**src/rtl/alu_exec_ctrl.sv**
```systemverilog
// alu_exec_ctrl: round-robin sharing of one 8-bit ALU, owning the {C,S,V,Z} flag register
module alu_exec_ctrl #(
   parameter int NUM_REQ = 2,
   parameter int ID_W    = 1
) (
   input  logic                 clk,
   input  logic                 rst,
   input  logic [NUM_REQ-1:0]   req_valid,
   output logic [NUM_REQ-1:0]   req_ready,
   input  logic [4*NUM_REQ-1:0] req_op,
   input  logic [8*NUM_REQ-1:0] req_a,
   input  logic [8*NUM_REQ-1:0] req_b,
   input  logic [NUM_REQ-1:0]   req_flag_we,
   output logic                 rsp_valid,
   input  logic                 rsp_ready,
   output logic [ID_W-1:0]      rsp_id,
   output logic [7:0]           rsp_result,
   output logic [3:0]           rsp_status,
   output logic                 rsp_err,
   output logic [7:0]           alu_a,
   output logic [7:0]           alu_b,
   output logic [3:0]           alu_op,
   output logic [3:0]           alu_status_in,
   input  logic [7:0]           alu_result,
   input  logic [3:0]           alu_status,
   output logic [3:0]           flags_q
);
   typedef enum logic [1:0] {IDLE, EXEC, RESP} state_t;
   state_t state, state_n;
   logic [ID_W-1:0] ptr, win;
   logic [3:0] op_q;
   logic [7:0] a_q, b_q;
   logic we_q, found, fire, err;
   logic [2*NUM_REQ-1:0] rot;
   int w;
   // rotate so bit 0 is the requester just after the last winner
   always_comb begin
      rot = {req_valid, req_valid} >> (int'(ptr) + 1);
      found = 1'b0;
      w = 0;
      for (int k = NUM_REQ - 1; k >= 0; k--)
         if (rot[k]) begin
            found = 1'b1;
            w = (int'(ptr) + 1 + k) % NUM_REQ;
         end
   end
   assign win = ID_W'(w);
   assign req_ready = (state == IDLE && found) ? (NUM_REQ'(1) << win) : '0;
   assign fire = |(req_valid & req_ready);
   assign err = !(op_q inside {4'h0, 4'h1, 4'h4, 4'h5, 4'h6, 4'h8, 4'h9, 4'hA, 4'hB, 4'hC});
   assign rsp_valid = (state == RESP);
   assign alu_a = a_q;
   assign alu_b = b_q;
   assign alu_op = op_q;
   assign alu_status_in = flags_q;
   always_comb begin
      state_n = state;
      if (state == IDLE && fire) state_n = EXEC;
      else if (state == EXEC) state_n = RESP;
      else if (state == RESP && rsp_ready) state_n = IDLE;
   end
   always_ff @(posedge clk) begin
      if (rst) begin
         state      <= IDLE;
         ptr        <= ID_W'(NUM_REQ - 1);
         op_q       <= '0;
         a_q        <= '0;
         b_q        <= '0;
         we_q       <= 1'b0;
         rsp_id     <= '0;
         rsp_result <= '0;
         rsp_status <= '0;
         rsp_err    <= 1'b0;
         flags_q    <= '0;
      end else begin
         state <= state_n;
         if (state == IDLE && fire) begin
            op_q   <= req_op[win*4 +: 4];
            a_q    <= req_a[win*8 +: 8];
            b_q    <= req_b[win*8 +: 8];
            we_q   <= req_flag_we[win];
            rsp_id <= win;
            ptr    <= win;
         end
         if (state == EXEC) begin
            rsp_result <= alu_result;
            rsp_status <= alu_status;
            rsp_err    <= err;
            if (we_q && !err) flags_q <= alu_status;
         end
      end
   end
endmodule
```
**config.mk**
```make
export PLATFORM = sky130hd
export DESIGN_NAME = alu_exec_ctrl
export DESIGN_NICKNAME = d
export VERILOG_FILES = /design/src/rtl/alu_exec_ctrl.sv
export SDC_FILE = /design/constraint.sdc
export NUM_CORES = 1
export LEC_CHECK = 0
export BUFFER_PORTS_ARGS = -buffer_cell sky130_fd_sc_hd__buf_2
export CAP_MARGIN = 10
export CORE_ASPECT_RATIO = 0.8
export CORE_UTILIZATION = 46
export CTS_BUF_LIST = sky130_fd_sc_hd__clkbuf_8 sky130_fd_sc_hd__clkbuf_16
export DETAILED_ROUTE_END_ITERATION = 8
export PLACE_DENSITY = 0.85
export SYNTH_ARGS = -nofsm -noshare
export SYNTH_HDL_FRONTEND = slang
export SYNTH_SLANG_ARGS = --single-unit
export TNS_END_PERCENT = 100
```
**constraint.sdc**
```tcl
create_clock -name clk -period 3.3 [get_ports clk]
set_input_delay 0 -clock clk [delete_from_list [all_inputs] [get_ports clk]]
set_output_delay 0 -clock clk [all_outputs]
set_load 0.01 [all_outputs]
```
# Word-level counts from Yosys, hierarchy flattened
# Cells that the tools add are included.
# W data, S select, Z words.
[classes] magnitude_cmp=1 bitwise_logic=1 reduce_logical=13 shifts=5 add_sub_neg=2 mux=10 eq_ne=11
[ops] op="$add A32 B2 Y32 const B" n=1
[ops] op="$shiftx A16 B5 Y8" n=2
[ops] op="$shr A4 B32 Y2" n=1
[ops] op="$eq A4 B4 Y1 const B" n=5
[ops] op="$eq A4 B3 Y1 const B" n=3
[ops] op="$reduce_bool A10 Y1" n=1
[ops] op="$shiftx A8 B4 Y4" n=1
[ops] op="$mux W1" n=7
[ops] op="$mux W2" n=3
[ops] op="$eq A4 B1 Y1 const B" n=1
[ops] op="$logic_and A1 B1 Y1" n=4
[ops] op="$logic_not A4 Y1" n=1
[ops] op="$reduce_or A2 Y1" n=2
[ops] op="$reduce_bool A3 Y1" n=1
[ops] op="$add A1 B1 Y2 const B" n=1
[ops] op="$and A2 B2 Y2" n=1
[ops] op="$eq A2 B1 Y1 const B" n=1
[ops] op="$eq A2 B2 Y1 const B" n=1
[ops] op="$logic_not A2 Y1" n=1
[ops] op="$lt A1 B2 Y1 const B" n=1
[ops] op="$reduce_and A2 Y1" n=1
[ops] op="$reduce_bool A2 Y1" n=1
[ops] op="$shl A1 B1 Y2 const A" n=1
[ops] op="$logic_not A1 Y1" n=1
[totals] regBits=42 elab_cells=55 in_bits=59 output_inout_bits=45

# Logic depth before layout (Yosys ltp)
[depth] ltp_word=10 ltp_mapped=5

# Least setup slack after synthesis
# Ideal clock, no wire load.
[synth_timing] kind="register to register" start="register op_q[3] (netlist: alu_op[3])" end="register flags_q[0] (netlist: alu_status_in[0])" slack_ps=1847 arrival_ps=1382 path_stages_with_launch=5 path_buffers=0 t_required_ps=3228 cell_sequence="dfxtp_1 > mux2_2 > or3_4 > o41ai_4 > mux2i_1"
[synth_between] elab_chain_len=4
[synth_lines] item="start, declared" line_no="31" source="logic [3:0] op_q;"
[synth_lines] item="start signal, assigned" line_no="78" source="op_q <= req_op[win*4 +: 4];"
[synth_lines] item="$eq A4 B1 Y1 (tied with other cells)" line_no="50" source="assign err = !(op_q inside {4'h0, 4'h1, 4'h4, 4'h5, 4'h6, 4'h8, 4'h9, 4'hA, 4'hB, 4'hC});"
[synth_lines] item="$reduce_bool A10 Y1 (*)" line_no="50"
[synth_lines] item="$logic_and A1 B1 Y1 (*)" line_no="89" source="if (we_q && !err) flags_q <= alu_status;"
[synth_lines] item="$reduce_and A2 Y1 (no line) (*)"
[synth_lines] item="end signal, assigned" line_no="89"
[synth_lines] item="end, declared" line_no="26" source="output logic [3:0] flags_q"
# Every way passes the cells marked *; elsewhere a longest branch is shown, timed or not.
# A chain may end at the register's enable or synchronous reset.

# Worst setup path in the final report
[layout_timing] start="register ptr" end="output port req_ready[0]"
[layout_between] elab_chain_len=6
[layout_lines] item="start, declared" line_no="30" source="logic [ID_W-1:0] ptr, win;"
[layout_lines] item="start signal, assigned" line_no="65" source="ptr <= ID_W'(NUM_REQ - 1);"
[layout_lines] item="start signal, assigned" line_no="83" source="ptr <= win;"
[layout_lines] item="$add A1 B1 Y2 (*)" line_no="44" source="w = (int'(ptr) + 1 + k) % NUM_REQ;"
[layout_lines] item="$add A32 B2 Y32 / $shr A4 B32 Y2 (equally long branches)" line_no="44, 38"
[layout_lines] item="$mux W1 (2 in series)" line_no="42" source="if (rot[k]) begin"
[layout_lines] item="$shl A1 B1 Y2 / $logic_and A1 B1 Y1 (equally long branches)" line_no="48" source="assign req_ready = (state == IDLE && found) ? (NUM_REQ'(1) << win) : '0;"
[layout_lines] item="$mux W2 (*)" line_no="48"
[layout_lines] item="end, declared" line_no="9" source="output logic [NUM_REQ-1:0] req_ready,"
# Marked as above.

==> results.md <==
* Port-buffer cells at between 100 and 150
* Setup_tns at 0 ns
* Register share of total power at approximately 47%
* Hold path endpoint: alu_a[3]
* Vias post-DR at about 1,800
* Hold slack at roughly 0.016 ns
* Synth Flop Type: dfxtp_1
* Worst Tran Pin Value at approximately 1.1 ns
* CTS Sinks at 42
* Die W at a little over 70 um
* Max Fclk at between 0.5 and 0.6 GHz
* DRT Pass-1 Iters at 6
* Max VDD drop at ~340 uV
* Syn Std Cell Area at roughly 1700 um2
* Commonest non-fill, non-tap cell in the layout: buf_2
* Post-layout util at between 70% and 80%
* Psw at around 340 uW
* CP endpoint kind: primary output
* Total GRT Usage at a little under a quarter
* Highest-count cells in the layout ignoring fill and taps: 103 x buf_2, 42 x dfxtp_1, 37 x nand2_1, 27 x a21oi_1, 17 x dlygate4sd3_1
* Setup ws final at 1.33 ns
* Finished Layout Cells at between 300 and 400
* Synthesis Warnings at 0
* Yosys cell types at 26
* Worst reg2reg endpoint: alu_a[2]
* Rows at 19
* Die Ht at 57.1 um
* CTS H-tree depth at 2
* Ant. Diodes at 0
* Cell depth of the worst hold path at 3
* Data required, critical path at around 3.3 ns
* Failing checks: DRC
* Final worst-path cycle share at 59.7%
* Clock skew at approximately 0.0056 ns
* Status: complete, but fails checks
* Yosys reg bits at 42
* Placed cells at between 300 and 400
* DR top layer: met4
* Clock network fraction of design power at 31.1%
* CTS Root Buffer Type: clkbuf_8
* Share of cells above drive strength 1 at between 30% and 40%
* Initial antenna violation count at 0
* Global-route wire length before repair at a little over 7 mm
* Worst-path fanout max at 12
* Die area at approximately 4000 um2
* Area Growth Syn to Fin at 44.4%
* Met2 wire len at roughly 2.2 mm
* Initial DRC count at 64
* Switching Fraction at between 20 and 30%
* CTS tree: built
* Starting Density at approximately half
* FF-to-FF path depth at 5
* Origin of the worst setup path: ptr
* Worst-path clk slew at 0.07 ns
* Met1 WL at 1.81 mm
* Post-Syn Nets at ~260
* Synth async-reset ratio at 0%
* Pwr/cell area at 497 nW/um2
* Comb pwr share at 22.0%
* Total CTS buffers at 5
* Top-Level Pins at around 100
* Max-cap violations at 0
* Reg2Reg Launch Point: ptr
* Internal power at 906 uW
* Vias in the first global route at around 1,700
* Remaining antenna violation count at 0
* Layout net count at 367
* Final setup violation count at 0
* Crit path time final at between 1.5 and 2 ns
* Post-synth EDFFs at 0
* RSZ-0062 raised after global routing: false
* Critical Path Start Type: flop
* Final Hold Vio Count at 0
* Place WS at roughly 1.4 ns
* CP Class: flop to primary output
* Largest net degree at the start of global routing at between 40 and 50
* Seq/Total Area, Yosys at between 40% and 50%
* CTS Buffer Depth at 2
* Latest clock arrival within the worst-skew pair at roughly 0.28 ns
* Worst Hold Class: primary input to flop
* CORE AREA at ~3500 um2
* Final Routed Wirelength at ~4.4 mm
* Cell count after synthesis at just under 200
* Syn avg cell area at roughly 9 um2
* Drt drc at 16
* FILL cells at 300
* Total gr overflow at 0
* Pleak at about 0.0012 uW
* Count of final max-slew check failures at 0
* RD Place Congestion at 0.729
* HPWL Detailed at ~2.9 mm
* Critical Path AT at slightly below 2 ns
* Slew HR at approximately 28%
* Routed vias/inst at 5.08
* WL per Instance at about 12 um
* Hold_sp: req_a[11]
* R2R Setup Slk at between 1 and 1.5 ns
* Met3 wire len at 307 um
## what timing repair did
item,in CTS,in global routing
hold buffers,17,0
endpoints found under the hold margin,20,0
buffers inserted,0,0
resized for setup,0,0
## registers in the layout (all words and copies together), names as in the netlist
name and count:
ptr 1, state 2, rsp_status 4, alu_b 8, rsp_err 1, rsp_result 8
alu_status_in 4, alu_a 8, alu_op 4, we_q 1, rsp_id 1
## synth_stat cells (2+ instances only)
master    number  area (um2)
nor2b_1        2        12.5
nor2_1        14        52.6
buf_2          2        10.0
nand2_1       37         139
a22oi_1       11        82.6
nand2b_1       8        50.1
mux2i_1       14         140
a211oi_1      10        75.1
dfxtp_1       42         841
clkbuf_1       9        33.8
buf_4          5        37.5
a21oi_1       27         135
inv_1          3        11.3
## critical path, cell delays in order, from the launching register on
cell      delay (ns)
dfxtp_1         0.33
a21boi_1        0.06
buf_4           0.20
nor4_2          0.81
buf_2           0.28
## metal layers
metal | track usage, % | up-vias
met1 | 25.6 | 800
li1 | - | 902
met4 | 6.57 | 0
met2 | 41.8 | 74
met5 | 0 | -
met3 | 6.01 | 7
## power by group through the flow
stage | Sequential [uW] | Combinational, uW | Clock (uW)
after floorplan | 615 | 140 | 0
after global placement | 596 | 254 | 0
after detailed placement | 598 | 259 | 0
after CTS | 587 | 275 | 403
after global routing | 593 | 305 | 428
final | 586 | 275 | 389
## kinds of logic after synthesis
kind of cell,synth area share (%)
multiplexers,8.69
AND/OR/NAND/NOR,17.1
flip-flops,48.2
buffers and inverters,5.53
AO/OA/AOI/OAI,20.5
## cell type report
type,count,area (um2),share of cell area (%)
tap,42,52.6,2.09
multi-input combinational,135,811,32.2
clock inverter,3,40.0,1.59
timing repair buffer,121,693,27.5
inverter,3,11.3,0.447
sequential,42,841,33.4
clock buffer,5,68.8,2.73
## stage by stage
| step | instance area (um2) | power, uW |
|---|---|---|
| after floorplan | 1740 | 755 |
| after global placement | 2240 | 849 |
| after CTS | 2520 | 1260 |
| final | 2520 | 1250 |
| after detailed placement | 2240 | 856 |
| after global routing | 2520 | 1330 |
## how the worst max path moves through the flow
stage | end | slack [ns] | cells past startpoint
detailed placement | alu_a[2] | 1.43 | 5
finish | req_ready[0] | 1.33 | 4
global route | req_ready[0] | 1.21 | 4
floorplan | alu_status_in[0] | 1.85 | 4
CTS | req_ready[0] | 1.33 | 4
global placement | alu_b[1] | 1.48 | 5
No activity file was read; power rests on OpenSTA's default activity.
